**src/rtl/issue_dispatch.sv**
```systemverilog
// Issue stage: pulls up to two in-order entries from the issue queue head,
// checks them against a register busy scoreboard and pipe readiness, and loads pipe slots.
package issue_dispatch_pkg;
    typedef struct packed {
        logic [7:0] tag;
        logic [4:0] rs;
        logic [4:0] rt;
        logic [4:0] rd;
        logic       reg_write;
        logic       is_mem;
    } issue_queue_element_t;
endpackage

module issue_dispatch
    import issue_dispatch_pkg::*;
#(
    parameter int NUM_REGS    = 32,
    parameter int STALL_CNT_W = 16
) (
    input  logic                                     clk,
    input  logic                                     rst,
    input  issue_dispatch_pkg::issue_queue_element_t [1:0] iq_data,
    input  logic [1:0]                               iq_size,
    output logic [1:0]                               pop_number,
    output logic [1:0]                               issue_valid,
    output issue_dispatch_pkg::issue_queue_element_t [1:0] issue_data,
    input  logic [1:0]                               pipe_ready,
    input  logic [1:0]                               wb_valid,
    input  logic [1:0][4:0]                          wb_addr,
    input  logic                                     flush,
    output logic [STALL_CNT_W-1:0]                   stall_count
);

    logic [NUM_REGS-1:0] busy_r;
    logic [NUM_REGS-1:0] busy_nxt_s;
    logic [NUM_REGS-1:0] set_s;
    logic [NUM_REGS-1:0] clr_s;
    logic [1:0]          slot_free_s;
    logic [1:0]          issue_s;

    function automatic logic cand0_clear(input logic [NUM_REGS-1:0] busy,
                                         input issue_queue_element_t e);
        return !busy[e.rs] && !busy[e.rt] && (!e.reg_write || !busy[e.rd]);
    endfunction

    // The younger candidate also has to avoid RAW/WAW against the older one issuing alongside it.
    function automatic logic cand1_clear(input logic [NUM_REGS-1:0] busy,
                                         input issue_queue_element_t e0,
                                         input issue_queue_element_t e1);
        logic raw;
        logic waw;
        raw = e0.reg_write && (e0.rd != 5'd0) && ((e1.rs == e0.rd) || (e1.rt == e0.rd));
        waw = e0.reg_write && e1.reg_write && (e0.rd == e1.rd);
        return !busy[e1.rs] && !busy[e1.rt] && !busy[e1.rd] && !raw && !waw;
    endfunction

    // Issue decision for both candidates, strictly in order.
    always_comb begin
        slot_free_s = ~issue_valid | pipe_ready;
        issue_s     = 2'b00;
        if (!rst && !flush && (iq_size != 2'd0)) begin
            issue_s[0] = slot_free_s[0] && cand0_clear(busy_r, iq_data[0]);
            issue_s[1] = issue_s[0] && (iq_size == 2'd2) && slot_free_s[1] &&
                         !iq_data[1].is_mem && cand1_clear(busy_r, iq_data[0], iq_data[1]);
        end else begin
            issue_s = 2'b00;
        end
    end

    assign pop_number = issue_s[1] ? 2'd2 : (issue_s[0] ? 2'd1 : 2'd0);

    // Next scoreboard state: writebacks clear, new issues set, set wins, r0 never busy.
    always_comb begin
        set_s = '0;
        clr_s = '0;
        for (int k = 0; k < 2; k++) begin
            clr_s[wb_addr[k]] = clr_s[wb_addr[k]] | wb_valid[k];
            set_s[iq_data[k].rd] = set_s[iq_data[k].rd] | (issue_s[k] & iq_data[k].reg_write);
        end
        busy_nxt_s    = (busy_r & ~clr_s) | set_s;
        busy_nxt_s[0] = 1'b0;
    end

    // Slot registers, scoreboard and stall counter.
    always_ff @(posedge clk) begin
        if (rst) begin
            issue_valid <= 2'b00;
            issue_data  <= '0;
            busy_r      <= '0;
            stall_count <= '0;
        end else if (flush) begin
            issue_valid <= 2'b00;
            busy_r      <= '0;
        end else begin
            for (int k = 0; k < 2; k++) begin
                if (issue_s[k]) begin
                    issue_valid[k] <= 1'b1;
                    issue_data[k]  <= iq_data[k];
                end else if (pipe_ready[k]) begin
                    issue_valid[k] <= 1'b0;
                end else begin
                    issue_valid[k] <= issue_valid[k];
                end
            end
            busy_r <= busy_nxt_s;
            if ((iq_size != 2'd0) && (pop_number == 2'd0) && (stall_count != {STALL_CNT_W{1'b1}})) begin
                stall_count <= stall_count + {{(STALL_CNT_W-1){1'b0}}, 1'b1};
            end else begin
                stall_count <= stall_count;
            end
        end
    end

endmodule

```
**config.mk**
```make
export PLATFORM = sky130hd
export DESIGN_NAME = issue_dispatch
export DESIGN_NICKNAME = d
export VERILOG_FILES = /design/src/rtl/issue_dispatch.sv
export SDC_FILE = /design/constraint.sdc
export NUM_CORES = 1
export LEC_CHECK = 0
export CAP_MARGIN = 20
export CORE_UTILIZATION = 40
export CTS_BUF_LIST = sky130_fd_sc_hd__clkbuf_8 sky130_fd_sc_hd__clkbuf_16
export DETAILED_ROUTE_END_ITERATION = 10
export GPL_TIMING_DRIVEN = 0
export SETUP_SLACK_MARGIN = 0.1
export SKIP_CTS_REPAIR_TIMING = 1
export SLEW_MARGIN = 10
export SYNTH_ARGS = -nofsm -noshare
export SYNTH_HDL_FRONTEND = slang
export SYNTH_SLANG_ARGS = --single-unit
```
**constraint.sdc**
```tcl
create_clock -name clk -period 6.6 [get_ports clk]
set_input_delay 0.99 -clock clk [delete_from_list [all_inputs] [get_ports clk]]
set_output_delay 0.99 -clock clk [all_outputs]
set_load 0.01 [all_outputs]
```
After elaboration in Yosys (flattened, before gate mapping)
Memory sizes are Yosys's and may differ from the RTL's.
Cells that the tools add are included.
- logic and storage cells: 132
- memories: 2
- output and inout bits: 70
- register bits: 100
- bits of input ports: 69
- ROM bits: 64
- memories (memory ; depth ; width ; read ports ; clocked after Yosys merged registers in ; wr ports ; RTL line ; RTL):
    (name not given) ; 32 ; 1 ; 1 ; 0 ; 0 ; 78 ; set_s[iq_data[k].rd] = set_s[iq_data[k].rd] | (issue_s[k] & iq_data[k].reg_write);
    (name not given) ; 32 ; 1 ; 1 ; 0 ; 0 ; 77 ; clr_s[wb_addr[k]] = clr_s[wb_addr[k]] | wb_valid[k];
- reduce and logical (&&, ||, !) cells: 46
- muxes and demuxes: 35
- equality and inequality tests: 5
- add/subtract/negate cells: 1
- bitwise operators: 14
- order comparisons: 12
- operator list (cell ; number):
    bitwise AND 32 bit ; 3
    bitwise mux 32 bit ; 2
    < comparator 5 x 6 -> 1 bit (second input constant) ; 8
    binary-select mux 1 bit (select 5 bit) ; 8
    NOT 32 bit ; 1
    bitwise OR 32 bit ; 1
    logical AND 1 bit ; 23
    demux 1 bit (select 5 bit) ; 4
    >= comparator 5 x 1 -> 1 bit (second input constant) ; 4
    2-to-1 mux 1 bit ; 19
    adder 16 x 1 -> 16 bit (second input constant) ; 1
    inequality test 16 bit (second input constant) ; 1
    equality test 5 bit ; 3
    logical NOT 1 bit ; 12
    AND reduction 2 bit ; 3
    nonzero test 2 bit ; 3
    nonzero test 5 bit ; 1
    2-to-1 mux 2 bit ; 2
    bitwise OR 1 bit ; 4
    bitwise AND 1 bit ; 2
    equality test 2 bit (second input constant) ; 1
    logical NOT 2 bit ; 1
    logical OR 1 bit ; 2
    NOT 2 bit ; 1
    other kinds (3) ; 3

Depth between registers and ports, before layout
- word-level depth: 19
- gate-level depth with buffers: 12
- gate-level depth less buffers: 8

Worst setup path before layout
No wires, ideal clock.
- path type: input -> output
- from: input port iq_data[2] in the netlist's numbering
- to: output port pop_number[0]
- slack: 2.159 ns
- arrival time: 3.451 ns
- buffers on the path: 3
- stages on the path: 9
- data required time: 5.610 ns
- cell sequence: buf_6 mux4_2 a22o_1 a2111oi_4 o21ai_2 a2111oi_4 buf_6 buf_12 a21boi_1
- cells in the longest elaborated chain, start to end: 12
- elaborated cells on any way between the ends: 25
- classes of those cells: 3 x eq/ne; 5 x mux; 17 x reduce/logical
- ends and longest elaborated chain (item ; RTL line ; RTL):
    from (decl) ; 22 ; input issue_dispatch_pkg::issue_queue_element_t [1:0] iq_data,
    binary-select mux 1 bit (select 5 bit) ; 43 ; return !busy[e.rs] && !busy[e.rt] && (!e.reg_write || !busy[e.rd]);
    2-to-1 mux 1 bit (not written as such) ; 43 ;
    logical NOT 1 bit ; 43 ;
    logical OR 1 bit ; 43 ;
    logical AND 1 bit ; 43 ;
    logical AND 1 bit ; 62 ; issue_s[0] = slot_free_s[0] && cand0_clear(busy_r, iq_data[0]);
    logical AND 1 bit (3 in series) ; 63 ; issue_s[1] = issue_s[0] && (iq_size == 2'd2) && slot_free_s[1] &&
    logical AND 1 bit ; 64 ; !iq_data[1].is_mem && cand1_clear(busy_r, iq_data[0], iq_data[1]);
    2-to-1 mux 2 bit * ; 61 ; if (!rst && !flush && (iq_size != 2'd0)) begin
    2-to-1 mux 2 bit * ; 70 ; assign pop_number = issue_s[1] ? 2'd2 : (issue_s[0] ? 2'd1 : 2'd0);
    to (decl) ; 24 ; output logic [1:0] pop_number,
Every way passes the cells marked *; elsewhere a longest branch is shown, timed or not. The select of a mux whose other input is x is not followed.

Worst setup path in the final report
- from: input port iq_data[27] in the netlist's numbering
- to: output port pop_number[1]
- cells in the longest elaborated chain, start to end: 9
- elaborated cells on any way between the ends: 12
- classes of those cells: 1 x eq/ne; 4 x mux; 7 x reduce/logical
- ends and longest elaborated chain (item ; RTL line ; RTL):
    binary-select mux 1 bit (select 5 bit) ; 54 ; return !busy[e1.rs] && !busy[e1.rt] && !busy[e1.rd] && !raw && !waw;
    2-to-1 mux 1 bit (not written as such) ; 54 ;
    logical NOT 1 bit ; 54 ;
    logical AND 1 bit (2 in series) ; 54 ;
    logical AND 1 bit * ; 54 ;
    logical AND 1 bit * ; 64 ;
    2-to-1 mux 2 bit * ; 61 ;
    net issue_s[1] ; 39 ; logic [1:0] issue_s;
    2-to-1 mux 2 bit * ; 70 ;
The timed path passes the listed nets; every way through them passes the cells marked *. The select of a mux whose other input is x is not followed.

==> impl_metrics.env <==
export IMPL_relSlewSlack_pct=38.6
export IMPL_insertion_delay_ps=370
export IMPL_first_iter_violations=942
export IMPL_synth_edf_count=0
export IMPL_finClkSkew_ps=12.1
export IMPL_synth_async_reset_ratio_pct=0
export IMPL_yosys_warnings=0
export IMPL_ir_worst_vdd_v=0.000108
export IMPL_synth_top_cells_by_area="dfxtp_1 25%, mux2i_1 11%, mux4_2 6.7%, nand4_1 5.2%, nand2b_1 4.0%"
export IMPL_ys_flop_type="dfxtp_1"
export IMPL_cpPeakStageDelay_ps=580
export IMPL_finalSetupTns_ps=0
export IMPL_num_io_pins=139
export IMPL_wl_um=31100
export IMPL_p_switching_mw=0.474
export IMPL_dr_pass1_iters=6
export IMPL_syn_area_per_cell_um2=8.15
export IMPL_startpoint_type="primary input"
export IMPL_multi_input_area_um2=5510
export IMPL_finalNonFillerCells=1393
export IMPL_wl_per_cell_um=22.3
export IMPL_nFillCells=1939
export IMPL_start_util_pct=41.1
export IMPL_clock_fmax_mhz=172
export IMPL_p_sw_share_pct=32.3
export IMPL_tritoncts="yes"
export IMPL_arrival_ps=4830
export IMPL_path_buf_inv=8
export IMPL_cts_buffers=9
export IMPL_hold_class="register to register"
export IMPL_share_seq_of_total_power_pct=41.6
export IMPL_diodes=0
export IMPL_post_route_drc_count=0
export IMPL_clock_power_share_pct=37.7
export IMPL_clockBufferDepth=2
export IMPL_ys_types=70
export IMPL_worstMarginPinSlew_ps=917
export IMPL_dp_hpwl_um=22800
export IMPL_die_area_um2=20700
export IMPL_postLayoutCellArea_um2=9910
export IMPL_status="completed"
export IMPL_synth_cells=989
export IMPL_syn_area_um2=8060
export IMPL_cpLargestDelayFamily="buffers and inverters"
export IMPL_path_class="primary input to output port"
export IMPL_dr_total_vias=8549
export IMPL_clk_pin_slew_ps=80
export IMPL_cp_slowest_cell="clkdlybuf4s50_1"
export IMPL_die_w_um=144
export IMPL_cap_violations=0
export IMPL_areaGrowthSynthToFinish_pct=22.9
export IMPL_ant_nets=0
export IMPL_drive_gt1_share_pct=8.87
export IMPL_die_y_um=144
export IMPL_final_util_pct=50.6
export IMPL_period_needed_ps=5820
export IMPL_gp_congestion=0.981
export IMPL_nets=1193
export IMPL_power_frac_comb_pct=20.7
export IMPL_critPathMaxFanout=10
export IMPL_routed_via_density=6.14
export IMPL_power_density_nw_per_um2=148
export IMPL_synth_top_area_share_pct=24.6
export IMPL_portBuffers=119
export IMPL_first_global_vias=7760
export IMPL_cp_cell_sequence="clkdlybuf4s50_1, buf_1, nand2b_1, clkbuf_1, nor2_1, a21oi_1, and4_1, clkbuf_1, and3_1, buf_4, buf_4, buf_4, clkdlybuf4s50_1"
export IMPL_ys_seq_area_share_pct=24.6
export IMPL_grt_pass1_wl_um=46800
export IMPL_core_um2=19600
export IMPL_grt_total_usage_pct=30.2
export IMPL_whs_ps=474
export IMPL_intPower_mw=0.993
export IMPL_placedCellCount=1375
export IMPL_total_power_mw=1.47
export IMPL_numClockSinks=99
export IMPL_yosys_area_top_type="dfxtp_1"
export IMPL_place_ws_ps=824
export IMPL_htreeDepth=3
export IMPL_rows=51
export IMPL_required_ps=5610
export IMPL_leakagePower_nw=3.31
export IMPL_grt_antenna_before_repair=0
export IMPL_timing_final_crit_share_pct=88.2
export IMPL_yosys_register_bits=99
export IMPL_cts_root_buf="clkbuf_16"
export IMPL_cp_common_cell="buf_4"
export IMPL_slew_violations=0
export IMPL_rsz0062_at_grt="no"
export IMPL_critical_path_endpoint_type="output port"
export IMPL_synth_net_count=1059
export IMPL_finalHoldViolCount=0
export IMPL_placed_area_um2=9590
export IMPL_layout_setup_ws_ps=778
export IMPL_regArea_um2=1980
export IMPL_setup_viol_count_final=0
export IMPL_grt_max_degree=21
export IMPL_grt_overflow_total=0
tightest hold or removal path: stages, from the launching register on:
cell	delay (ps)
dfxtp_1	310
nand2b_1	60
mux2i_1	60
layout make-up:
| class | instances | area share [%] |
|---|---|---|
| Clock inverter | 7 | 0.808 |
| Sequential cell | 99 | 20.0 |
| Inverter | 5 | 0.189 |
| Clock buffer | 9 | 2.27 |
| Buffer | 114 | 5.48 |
| Tap cell | 265 | 3.35 |
| Multi-Input combinational cell | 771 | 55.7 |
| Timing Repair Buffer | 123 | 12.2 |
layout by cell type, fill, tap and decap left out, types with 31 or more instances in the layout:
cell             instances
a211oi_1                33
a21oi_1                 46
a311oi_1                31
a31oi_1                 32
clkbuf_1                75
clkdlybuf4s50_1        119
dfxtp_1                 99
mux2i_1                 87
nand2_1                 63
nand2b_1                51
nand3_1                 54
nand4_1                 67
nor2_1                  84
cell usage after synthesis, types with 4 or more instances:
cell       instances
and2_1             4
or3b_2             6
or4_1              5
nand2_1           63
nand3b_1          13
xor2_1             6
o2111ai_1          4
nor3_1            11
mux2i_1           87
nand2b_1          51
buf_1             12
a211oi_1          33
o21ai_0            5
nor2_1            84
o31ai_1            5
a311oi_1          31
and3b_1            6
a31oi_1           32
a21oi_1           46
o21ai_1            4
inv_1              5
dfxtp_1           99
and3_1             6
xnor2_1           14
mux4_2            24
buf_2             13
nor3b_1           13
buf_4              7
o22ai_1            5
clkbuf_1          75
nand3_1           54
mux2_2            12
nor2b_1           19
nand4_1           67
a22oi_1            4
or3_1              6
nor4_1             7
and4_1             4
power by group through the flow:
stage          Combinational [mW]  Sequential (mW)  Clock [mW]
6_report                    0.304            0.611       0.553
5_1_grt                     0.324            0.612       0.589
4_1_cts                     0.300            0.611       0.560
3_5_place_dp                0.298            0.625           0
3_3_place_gp                0.298            0.625           0
2_1_floorplan               0.180            0.627           0
per-layer routing:
| metal | vias up | share of wire (%) | GRT usage [%] |
|---|---|---|---|
| met4 | 0 | 4.3 | 13.0 |
| met2 | 495 | 42 | 44.5 |
| met3 | 99 | 11 | 6.06 |
| met1 | 3965 | 43 | 42.1 |
| li1 | 3990 | - | - |
| met5 | - | 0 | 0 |
cells by family (layout without fill, tap and decap cells):
logic type / Yosys count / after routing / share of synthesized area [%]
adder cells (fa/ha/maj): 1 / 1 / 0.155
AO/OA/AOI/OAI: 194 / 194 / 17.2
flip-flops: 99 / 99 / 24.6
AND/OR/NAND/NOR: 428 / 428 / 28.9
buffers and inverters: 119 / 258 / 6.97
multiplexers: 128 / 128 / 20.0
XOR/XNOR: 20 / 20 / 2.17
sequential cells by signal (all words and copies together) (netlist names):
register and cells:
stall_count 16, issue_valid 2, busy_r 31, issue_data 50
path summary, 6_finish.rpt:
| check | depth (start not counted) | slack, ps | endpoint | from |
|---|---|---|---|---|
| worst min register to register | 2 | 470 | issue_data[46] | issue_data[46] |
| worst min-delay path | 2 | 470 | issue_data[46] | issue_data[46] |
| worst max-delay path | 13 | 780 | pop_number[1] | iq_data[27] |
| worst max register to register | 8 | 3110 | busy_r[13] | busy_r[22] |
No activity file was read; power rests on OpenSTA's default activity.
